File: src/rtl/cus43_fetch_sequencer.sv
// CUS43 tile-map VRAM sequencer: per-tile fetch of code/attribute for layers A and B,
// CPU access slots, and the per-layer scroll/priority register file.
module cus43_fetch_sequencer (
  input  logic        CLK_6M,
  input  logic        RST_N,
  input  logic [8:0]  HCNT,
  input  logic [7:0]  VCNT,
  input  logic        FLIP,
  input  logic        LATCH,
  input  logic [2:0]  CA,
  input  logic [7:0]  MDI,
  input  logic        CPU_REQ,
  input  logic        CPU_WE,
  input  logic [12:0] CPU_ADDR,
  input  logic [7:0]  CPU_WDATA,
  input  logic [7:0]  VRAM_DI,
  output logic [12:0] VRAM_A,
  output logic        VRAM_WE,
  output logic [7:0]  VRAM_DO,
  output logic [1:0]  CODE_LATCH,
  output logic [1:0]  ATTR_LATCH,
  output logic        CPU_ACK,
  output logic [7:0]  CPU_RDATA,
  output logic [2:0]  PRI_A,
  output logic [2:0]  PRI_B,
  output logic [2:0]  FINE_A,
  output logic [2:0]  FINE_B
);

  logic [1:0][8:0] hscroll_q, hscroll_d;
  logic [1:0][7:0] vscroll_q, vscroll_d;
  logic [1:0][2:0] pri_q, pri_d;
  logic [1:0][2:0] pri_out_q, pri_out_d;
  logic [1:0][2:0] fine_out_q, fine_out_d;
  logic [12:0]     vram_a_q, vram_a_d;
  logic            vram_we_q, vram_we_d;
  logic [7:0]      vram_do_q, vram_do_d;
  logic [1:0]      code_latch_q, code_latch_d;
  logic [1:0]      attr_latch_q, attr_latch_d;
  logic            cpu_ack_q, cpu_ack_d;
  logic [7:0]      cpu_rdata_q, cpu_rdata_d;
  logic            grant_q, grant_d;
  logic [2:0]      slot_s;

  // Column is offset by one tile so the fetched tile is ready when the shifter needs it.
  function automatic logic [12:0] fetch_addr(
    input logic       layer,
    input logic       is_attr,
    input logic [8:0] hs,
    input logic [7:0] vs,
    input logic [8:0] hcnt,
    input logic [7:0] vcnt,
    input logic       flip
  );
    logic [8:0] h;
    logic [8:0] col_sum;
    logic [7:0] v;
    logic [7:0] row_sum;
    h       = flip ? ~hcnt : hcnt;
    v       = flip ? ~vcnt : vcnt;
    col_sum = h + hs + 9'd8;
    row_sum = v + vs;
    return {layer, row_sum[7:3], col_sum[8:3], is_attr};
  endfunction

  // Register file write decode; a write lands after any fetch on the same edge.
  always_comb begin
    hscroll_d = hscroll_q;
    vscroll_d = vscroll_q;
    pri_d     = pri_q;
    case ({LATCH, CA[1:0]})
      3'b100: hscroll_d[CA[2]][7:0] = MDI;
      3'b101: begin
        hscroll_d[CA[2]][8] = MDI[0];
        pri_d[CA[2]]        = MDI[3:1];
      end
      3'b110: vscroll_d[CA[2]] = MDI;
      default: ;
    endcase
  end

  assign slot_s = HCNT[2:0];

  // Slot schedule: fetches in 0-3, CPU grants in 4/6, idle in 5/7.
  always_comb begin
    vram_a_d     = 13'd0;
    vram_we_d    = 1'b0;
    vram_do_d    = 8'd0;
    code_latch_d = 2'b00;
    attr_latch_d = 2'b00;
    grant_d      = 1'b0;
    pri_out_d    = pri_out_q;
    fine_out_d   = fine_out_q;
    cpu_ack_d    = grant_q;
    if (grant_q && !vram_we_q) begin
      cpu_rdata_d = VRAM_DI;
    end else begin
      cpu_rdata_d = cpu_rdata_q;
    end
    case (slot_s)
      3'd0, 3'd1, 3'd2, 3'd3: begin
        vram_a_d = fetch_addr(slot_s[1], slot_s[0], hscroll_q[slot_s[1]],
                              vscroll_q[slot_s[1]], HCNT, VCNT, FLIP);
        if (slot_s[0]) begin
          attr_latch_d[slot_s[1]] = 1'b1;
        end else begin
          code_latch_d[slot_s[1]] = 1'b1;
          pri_out_d[slot_s[1]]    = pri_q[slot_s[1]];
          fine_out_d[slot_s[1]]   = hscroll_q[slot_s[1]][2:0];
        end
      end
      3'd4, 3'd6: begin
        if (CPU_REQ) begin
          vram_a_d  = CPU_ADDR;
          vram_we_d = CPU_WE;
          vram_do_d = CPU_WDATA;
          grant_d   = 1'b1;
        end else begin
          grant_d   = 1'b0;
        end
      end
      default: ;
    endcase
  end

  // State and output registers; reset abandons any grant in flight.
  always_ff @(posedge CLK_6M) begin
    if (!RST_N) begin
      hscroll_q    <= '0;
      vscroll_q    <= '0;
      pri_q        <= '0;
      pri_out_q    <= '0;
      fine_out_q   <= '0;
      vram_a_q     <= 13'd0;
      vram_we_q    <= 1'b0;
      vram_do_q    <= 8'd0;
      code_latch_q <= 2'b00;
      attr_latch_q <= 2'b00;
      cpu_ack_q    <= 1'b0;
      cpu_rdata_q  <= 8'd0;
      grant_q      <= 1'b0;
    end else begin
      hscroll_q    <= hscroll_d;
      vscroll_q    <= vscroll_d;
      pri_q        <= pri_d;
      pri_out_q    <= pri_out_d;
      fine_out_q   <= fine_out_d;
      vram_a_q     <= vram_a_d;
      vram_we_q    <= vram_we_d;
      vram_do_q    <= vram_do_d;
      code_latch_q <= code_latch_d;
      attr_latch_q <= attr_latch_d;
      cpu_ack_q    <= cpu_ack_d;
      cpu_rdata_q  <= cpu_rdata_d;
      grant_q      <= grant_d;
    end
  end

  assign VRAM_A     = vram_a_q;
  assign VRAM_WE    = vram_we_q;
  assign VRAM_DO    = vram_do_q;
  assign CODE_LATCH = code_latch_q;
  assign ATTR_LATCH = attr_latch_q;
  assign CPU_ACK    = cpu_ack_q;
  assign CPU_RDATA  = cpu_rdata_q;
  assign PRI_A      = pri_out_q[0];
  assign PRI_B      = pri_out_q[1];
  assign FINE_A     = fine_out_q[0];
  assign FINE_B     = fine_out_q[1];

endmodule

File: config.mk
export PLATFORM = sky130hd
export DESIGN_NAME = cus43_fetch_sequencer
export DESIGN_NICKNAME = d
export VERILOG_FILES = /design/src/rtl/cus43_fetch_sequencer.sv
export SDC_FILE = /design/constraint.sdc
export NUM_CORES = 1
export LEC_CHECK = 0
export ABC_AREA = 1
export CAP_MARGIN = 20
export CORE_MARGIN = 10
export CORE_UTILIZATION = 30
export CTS_BUF_LIST = sky130_fd_sc_hd__clkbuf_2
export DETAILED_ROUTE_END_ITERATION = 10
export GPL_ROUTABILITY_DRIVEN = 0
export PLACE_DENSITY = 0.64
export SLEW_MARGIN = 15
export SYNTH_ARGS = -nofsm -noshare
export SYNTH_HDL_FRONTEND = slang
export SYNTH_SLANG_ARGS = --single-unit
File: constraint.sdc
create_clock -name CLK_6M -period 5.05 [get_ports CLK_6M]
set_input_delay 0.7575 -clock CLK_6M [delete_from_list [all_inputs] [get_ports CLK_6M]]
set_output_delay 0.7575 -clock CLK_6M [all_outputs]
set_load 0.01 [all_outputs]
# --- Word level (Yosys, flattened, before mapping) ---
# Cells that the tools add are included.
word_totals:
  register_bits: 88
  word_cells: 81
  output_inout_bits: 47
  ram_bits: 0
  latch_bits: 0
  in_bits: 63
  n_memories: 0
  mem_bits_ro: 0
classes:
  div: 0
  order_cmp: 4
  bitwise_logic: 5
  n_mul: 0
  reduce_logical: 13
  eq_ne: 8
  add_sub_neg: 3
  mux: 30
  shifts: 0
op_table:
  columns: ["operator", "n"]
  rows:
  - ["8-bit 2-to-1 mux", 5]
  - ["18-bit bitwise mux", 2]
  - ["9-bit 2-to-1 mux", 4]
  - ["18-bit case mux with 2 select lines", 1]
  - ["13-bit case mux with 2 select lines", 1]
  - ["6-bit bitwise mux", 3]
  - ["9-bit demux with 1-bit select", 2]
  - ["16-bit bitwise mux", 1]
  - ["3-bit == test (second input constant)", 5]
  - ["13-bit 2-to-1 mux", 1]
  - ["3-bit 2-to-1 mux", 4]
  - ["9-bit by 4-bit adder with 9-bit output (second input constant)", 1]
  - ["9-bit adder", 1]
  - ["9-bit inverter", 1]
  - ["8-bit adder", 1]
  - ["8-bit demux with 1-bit select", 1]
  - ["8-bit inverter", 1]
  - ["3-bit demux with 1-bit select", 2]
  - ["3-bit by 2-bit == test with 1-bit output (second input constant)", 2]
  - ["3-bit AND reduction", 2]
  - ["1-bit by 2-bit less-than comparator with 1-bit output (second input constant)", 2]
  - ["2-bit AND reduction", 2]
  - ["4-bit OR reduction", 1]
  - ["3-bit by 1-bit == test with 1-bit output (second input constant)", 1]
  - ["10 further kinds", 16]

# --- Depth between registers and ports, before layout ---
# Gate-level depths: netlist of the first run.
depth:
  word_depth: 6
  depth_mapped: 17
  depth_no_buf: 15

# --- Worst setup path before layout of the first run ---
# Ideal clock, no wire load.
synth_timing:
  path_kind: "in2reg"
  from: "in HCNT[1]"
  to: "reg vram_a_q[6] (netlist: VRAM_A[6])"
  slack_ns: 2.379
  arrival_time_ns: 2.605
  path_stages: 16
  required_ns: 4.984
  cell_sequence: "buf_6 -> buf_2 -> buf_2 -> nand2_1 -> o21ai_0 -> ha_1 -> ha_1 -> nand2_1 -> nand2_1 -> nand2_1 -> nand2_1 -> a21oi_1 -> nand2_1 -> nand2_1 -> nand3_2 -> a21oi_2"
synth_between:
  elab_chain_cells: 5
  word_cells_on_any_way: 15
  classes_between: "add/sub: 2; eq/ne: 5; mux: 4; bitwise: 1; reduce/logical: 3"
synth_lines:
  columns: ["element", "line_no", "rtl"]
  rows:
  - ["from (decl)", "6", "input logic [8:0] HCNT,"]
  - ["9-bit 2-to-1 mux or 9-bit inverter (tied branches)", null, null]
  - ["9-bit 2-to-1 mux (on tied branches)", null, null]
  - ["9-bit adder", "61", "col_sum = h + hs + 9'd8;"]
  - ["9-bit by 4-bit adder with 9-bit output", "61", null]
  - ["13-bit case mux with 2 select lines *", "100", "case (slot_s)"]
  - ["to (signal assigned)", "148", "vram_a_q <= vram_a_d;"]
  - ["to (decl)", "35", "logic [12:0] vram_a_q, vram_a_d;"]
# Every way passes the cells marked *; elsewhere a longest branch is shown, timed or not. The select of a mux whose other input is x is not followed.
# A chain may end at the register's enable or synchronous reset.

# --- Final worst setup path of the first run ---
layout_timing:
  from: "in HCNT[1]"
  to: "reg vram_a_q[5] (netlist: VRAM_A[5])"
# Same word-level chain as after synthesis.

==> run summary, run 1 <==
Detailed Routing Iterations Pass 1 = 4
Min Hold Slack = 0.460 ns
syn nets = 653
most common cell in the netlist = nand2_1
simple-gate share of the synthesized area = 20.1%
EDFF count, synth = 0
Power Dens Cells = 241 nW/um^2
vias in the first global route = 3,757
initial antenna violation count = 0
combinational family with the most area after synthesis = simple AND/OR/NAND/NOR gates
worst hold-check path type = reg -> reg
Synth Area in Compound Gates = 18.2%
P_leak = 2.30 nW
Largest stage delay, worst path = 0.99 ns
Worst-Skew Late Latency = 0.55 ns
Top FF cell, synth = dfxtp_1
WL final = 11.4 mm
core area = 13,400 um^2
area grow syn2layout = 31.9%
Slew headroom = 46.6%
Rows = 42
fin worst setup slack = 2.09 ns
Worst setup SP type = primary input
Power, Total = 1.32 mW
adder-cell share of the synthesized area = 5.73%
Crit path required time = 5.54 ns
antenna cells = 0
FFs w/ async S/R, synth = 0%
final net count = 755
crit-path cells = clkdlybuf4s50_1, o21ai_0, ha_1, ha_1, a21oi_1, nor3_1, nor2_1, nand2_1, nand2_1, nand3_1, a21oi_2
multiplexer share of the synthesized area = 0%
dpl hpwl = 8.88 mm
status = completed
Root Buffer = clkbuf_2
cell area after synthesis = 4150 um^2
first-pass GRT wire length = 18.2 mm
via count = 3,828
synth cell count leaders = nand2_1, dfxtp_1, inv_1, o21ai_0, a21oi_1
port bufs = 109
Starting DRT DRC Count = 167
#FFs+latches synth = 88
# IOs = 110
syn_area_per_cell = 7.27 um^2
area leader, netlist = dfxtp_1
cell count after synthesis = 571
delay-heaviest family, CP = buffers and inverters
DIE AREA = 18,900 um^2
RSZ-0062 raised after global routing = false
Sink Count = 88
Max Slew Vio Count = 0
chip height = 138 um
share of layout cells above drive strength 1 = 6.05%
Crit Path Class = in -> reg
maximum number of pins on one net before global-route repair = 57
sequential fraction of the synthesis area = 42.4%
Yosys warning count = 0
top-area cell type share of the netlist area = 42.4%
Post-CTS Setup Inserts = 0
crit path max-delay cell type = clkdlybuf4s50_1
Worst-Margin Slew = 0.798 ns
fin crit share = 58.7%
max-cap viol count = 0
initial core utilization = 31.0%
DRT antenna net count = 0
clk buf depth = 2
Num CTS Buffers = 9
# hold bufs at CTS = 0
detailed-route vias per instance = 4.48
CTS H-Tree Depth = 3
worst-path maximum fanout = 24
critical path arrival = 3.45 ns
CTS tree = yes
Area contributors post-synth = dfxtp_1, nand2_1, o21ai_0
clock-pin slew on the worst setup and hold paths = 0.23 ns
CTS resizes = 0
WL per Instance = 13.4 um
VDD IR max = 0.223 mV
final hold violation count = 0
DRC = 0
Max Clk Rate = 337 MHz
Final setup viols = 0
GRT Total Usage = 12.0%
minimum clock period = 2.96 ns
buffers plus inverters on the worst setup path = 1
Sum Neg Setup Slack = 0 ns
Clock Skew = 0.0214 ns
crit end category = register
Post-Place Worst Slack = 1.49 ns
Netlist cell types = 29
xor/xnor share of the synthesized area = 3.17%
Die X = 138 um
GR Overflow Total = 0
==> routing by layer <==
metal | track usage (%) | vias up | wire length, um
met3 | 7.14 | 7 | 1370
li1 | - | 2033 | -
met4 | 1.58 | 0 | 57
met5 | 0 | - | 0
met2 | 18.8 | 116 | 4940
met1 | 14.1 | 1672 | 5050
==> layout by cell type, fill, tap and decap left out <==
master / count
clkdlybuf4s50_1: 109
clkinv_1: 2
nand2_2: 7
dfxtp_1: 88
xnor2_1: 2
o21ai_0: 69
nor3_1: 8
or3_1: 1
a21oi_2: 4
a21oi_1: 60
nand3_2: 5
clkinvlp_4: 2
clkbuf_2: 11
a211oi_1: 2
nand2_1: 100
o21ai_2: 1
inv_1: 83
nor2_2: 2
inv_6: 1
nand3_1: 23
buf_4: 4
a41oi_1: 2
nor4_1: 1
ha_1: 19
clkinv_2: 1
inv_2: 3
o211ai_1: 1
o21ai_1: 5
xor2_1: 13
nor2_1: 49
==> registers in the layout, summed over array words and instances, names as in the netlist <==
signal / count
hscroll_q: 18
vscroll_q: 16
VRAM_A: 13
CPU_RDATA: 8
VRAM_DO: 8
pri_q: 6
FINE_A: 3
FINE_B: 3
PRI_A: 3
PRI_B: 3
ATTR_LATCH: 2
CODE_LATCH: 2
CPU_ACK: 1
VRAM_WE: 1
cpu_ack_d: 1
==> per-stage QoR <==
step	cell area (um^2)	std cells	util (%)
after floorplan	4150	571	-
after global placement	5380	837	40.1
after detailed placement	5380	837	40.1
after CTS	5470	853	40.8
after global routing	5470	854	40.8
final	5470	854	40.8
==> final cells by class <==
cell class                      instances  area [um^2]
Tap cell                              176          220
Multi-Input combinational cell        374         1960
Sequential cell                        88         1760
Fill cell                            1390         7930
Inverter                               87          327
Timing Repair Buffer                  113         1120
Clock buffer                           11         55.1
Clock inverter                          5         32.5
==> power breakdown <==
group	leakage [nW]	switching (mW)	internal, mW	total (mW)
logic	1.53	0.148	0.130	0.278
registers	0.716	0.00932	0.723	0.732
clock network	0.0560	0.241	0.0678	0.309
total	2.30	0.398	0.920	1.32
==> logic make-up after synthesis <==
| kind of cell | count (synthesis) |
|---|---|
| adders and majority gates | 19 |
| and+or+nand+nor | 196 |
| buffers and inverters | 109 |
| AOI/OAI and AO/OA | 144 |
| DFF | 88 |
| xor gates and xnor gates | 15 |
==> worst reg2reg max path: cells and delay by family, from the launching register on <==
family	cells	cell delay (ns)
adder cells (fa/ha/maj)	2	0.69
AO/OA/AOI/OAI	3	0.49
AND/OR/NAND/NOR	6	0.45
flip-flops	1	0.37
==> final timing paths <==
| path | cells after the start | to | slack, ns | start |
|---|---|---|---|---|
| hold reg to reg | 2 | CPU_ACK | 0.46 | cpu_ack_d |
| hold / removal | 2 | CPU_ACK | 0.46 | cpu_ack_d |
| setup reg to reg | 11 | VRAM_A[5] | 2.98 | hscroll_q[13] |
| setup / recovery | 11 | VRAM_A[5] | 2.09 | HCNT[1] |
No activity file was read; power rests on OpenSTA's default activity.
==> inputs of run 2 (changes only) <==
- PLACE_DENSITY: 0.64 -> 0.66
- clock period: 5.05 -> 2.7 ns (I/O delays scaled with it)
==> run summary, run 2 (synthesis gave the netlist of run 1 again) <==
port bufs = 109 (unchanged)
share of layout cells above drive strength 1 = 7.29% (was 6.05%)
dpl hpwl = 8.67 mm (was 8.88 mm)
VDD IR max = 0.280 mV (was 0.223 mV)
CTS tree = yes (unchanged)
commonest cells after routing, fill and taps aside = clkdlybuf4s50_1, nand2_1, dfxtp_1 (unchanged)
combinational group share of total power = 20.5% (was 21.1%)
switching share of power = 29.6% (was 30.2%)
WL final = 11.2 mm (was 11.4 mm)
DIE AREA = 18,900 um^2 (unchanged)
max-cap viol count = 0 (unchanged)
detailed-route vias per instance = 4.39 (was 4.48)
Reg2Reg Setup Slack = 0.61 ns (was 2.98 ns)
Clock Skew = 0.0340 ns (was 0.0214 ns)
crit end category = register (unchanged)
DRC = 0 (unchanged)
Root Buffer = clkbuf_2 (unchanged)
DRT antenna net count = 0 (unchanged)
vias in the first global route = 3,562 (was 3,757)
Post-Place Worst Slack = 0.00640 ns (was 1.49 ns)
# hold bufs at CTS = 0 (unchanged)
maximum number of pins on one net before global-route repair = 56 (was 57)
Sum Neg Setup Slack = 0 ns (unchanged)
GRT Total Usage = 11.7% (was 12.0%)
Clk pwr share = 26.9% (was 23.4%)
sequential share of power = 52.7% (was 55.5%)
area grow syn2layout = 34.7% (was 31.9%)
Sw Pwr = 0.769 mW (was 0.398 mW)
chip height = 138 um (unchanged)
Final setup viols = 0 (unchanged)
first-pass GRT wire length = 17.6 mm (was 18.2 mm)
WL per Instance = 13.0 um (was 13.4 um)
Worst setup SP type = primary input (unchanged)
Worst-Margin Slew = 0.551 ns (was 0.798 ns)
Starting DRT DRC Count = 167 (unchanged)
Slew headroom = 63.1% (was 46.6%)
status = completed (unchanged)
final hold violation count = 0 (unchanged)
core area = 13,400 um^2 (unchanged)
Crit path required time = 3.20 ns (was 5.54 ns)
Max Clk Rate = 465 MHz
Worst-Skew Late Latency = 0.57 ns (was 0.55 ns)
final net count = 763 (was 755)
# IOs = 110 (unchanged)
fin worst setup slack = 0.549 ns (was 2.09 ns)
Crit Path Class = in -> reg (unchanged)
Die X = 138 um (unchanged)
most common cell after layout, fill and taps aside = clkdlybuf4s50_1 (unchanged)
Power, Total = 2.60 mW (was 1.32 mW)
Largest Register = hscroll_q (unchanged)
minimum clock period = 2.15 ns
FF/Latch Area = 1760 um^2 (unchanged)
critical path arrival = 2.65 ns (was 3.45 ns)
Post-CTS Setup Inserts = 0 (unchanged)
Power Dens Cells = 465 nW/um^2 (was 241 nW/um^2)
# fillers = 1,419 (was 1,390)
antenna cells = 0 (unchanged)
worst-path maximum fanout = 10 (was 24)
footprint of the multi-input gates = 1960 um^2 (unchanged)
via count = 3,782 (was 3,828)
Detailed Routing Iterations Pass 1 = 4 (unchanged)
Num CTS Buffers = 9 (unchanged)
max FFs per register = 18 (unchanged)
fin crit share = 79.7%
CTS resizes = 0 (unchanged)
P_leak = 2.36 nW (was 2.30 nW)
CTS H-Tree Depth = 3 (unchanged)
Sink Count = 88 (unchanged)
RSZ-0062 raised after global routing = false (unchanged)
clk buf depth = 2 (unchanged)
GR Overflow Total = 0 (unchanged)
Internal Power = 1.83 mW (was 0.920 mW)
Max Slew Vio Count = 0 (unchanged)
Rows = 42 (unchanged)
clock-pin slew on the worst setup and hold paths = 0.25 ns (was 0.23 ns)
initial antenna violation count = 1 (was 0)
initial core utilization = 31.0% (unchanged)
worst hold-check path type = in -> reg (was reg -> reg)
run 2: cell types whose count changed in the layout (fill, tap and decap cells not counted):
| cell | change |
|---|---|
| buf_12 | +2 |
| bufinv_16 | +1 |
| clkbuf_2 | -1 |
| clkinv_1 | -1 |
| buf_4 | +6 |
| inv_6 | +1 |
run 2: worst max-delay path, stage by stage:
cell and delay (ns):
clkdlybuf4s50_1 0.51, buf_12 0.15, xor2_1 0.15, ha_1 0.26, ha_1 0.35, a21oi_1 0.26, nor3_1 0.09, nor2_1 0.14
nand2_1 0.07, nand2_1 0.05, nand3_1 0.07, a21oi_2 0.11
run 2: final timing paths:
path                               startpoint             to  depth (start not counted)
worst max-delay path                     FLIP      VRAM_A[5]                         12
worst max register to register   hscroll_q[2]      VRAM_A[4]                         13
worst min register to register  vscroll_q[15]  vscroll_q[15]                          2
worst min-delay path             CPU_WDATA[5]     VRAM_DO[5]                          3
run 2: through the flow:
step / utilization, % / cells / cell area (um^2) / hold WS [ns]
6_report: 41.7 / 862 / 5590 / 0.312
3_3_place_gp: 40.8 / 846 / 5470 / 0.434
2_1_floorplan: - / 571 / 4150 / 0.413
5_1_grt: 41.7 / 862 / 5590 / 0.262
4_1_cts: 41.7 / 862 / 5590 / 0.250
3_5_place_dp: 40.8 / 846 / 5470 / 0.438
run 2: power groups by stage:
stage	Clock (mW)	Combinational [mW]	Sequential [mW]
after detailed placement	0	0.532	1.39
after global placement	0	0.525	1.39
final	0.698	0.531	1.37
after floorplan	0	0.280	1.41
after CTS	0.730	0.536	1.37
after global routing	0.769	0.597	1.38
run 2: per-layer routing:
metal	part of all wire (%)	track usage, %
met1	47	14.4
met2	41	17.2
met3	11	6.23
met4	1.0	3.16
met5	0.12	0
run 2: final cells by class:
cell class,instances,area share (%)
Timing Repair Buffer,121,21.6
Multi-Input combinational cell,374,35.0
Clock inverter,6,1.21
Sequential cell,88,31.5
Tap cell,176,3.94
Inverter,87,5.84
Clock buffer,10,0.895
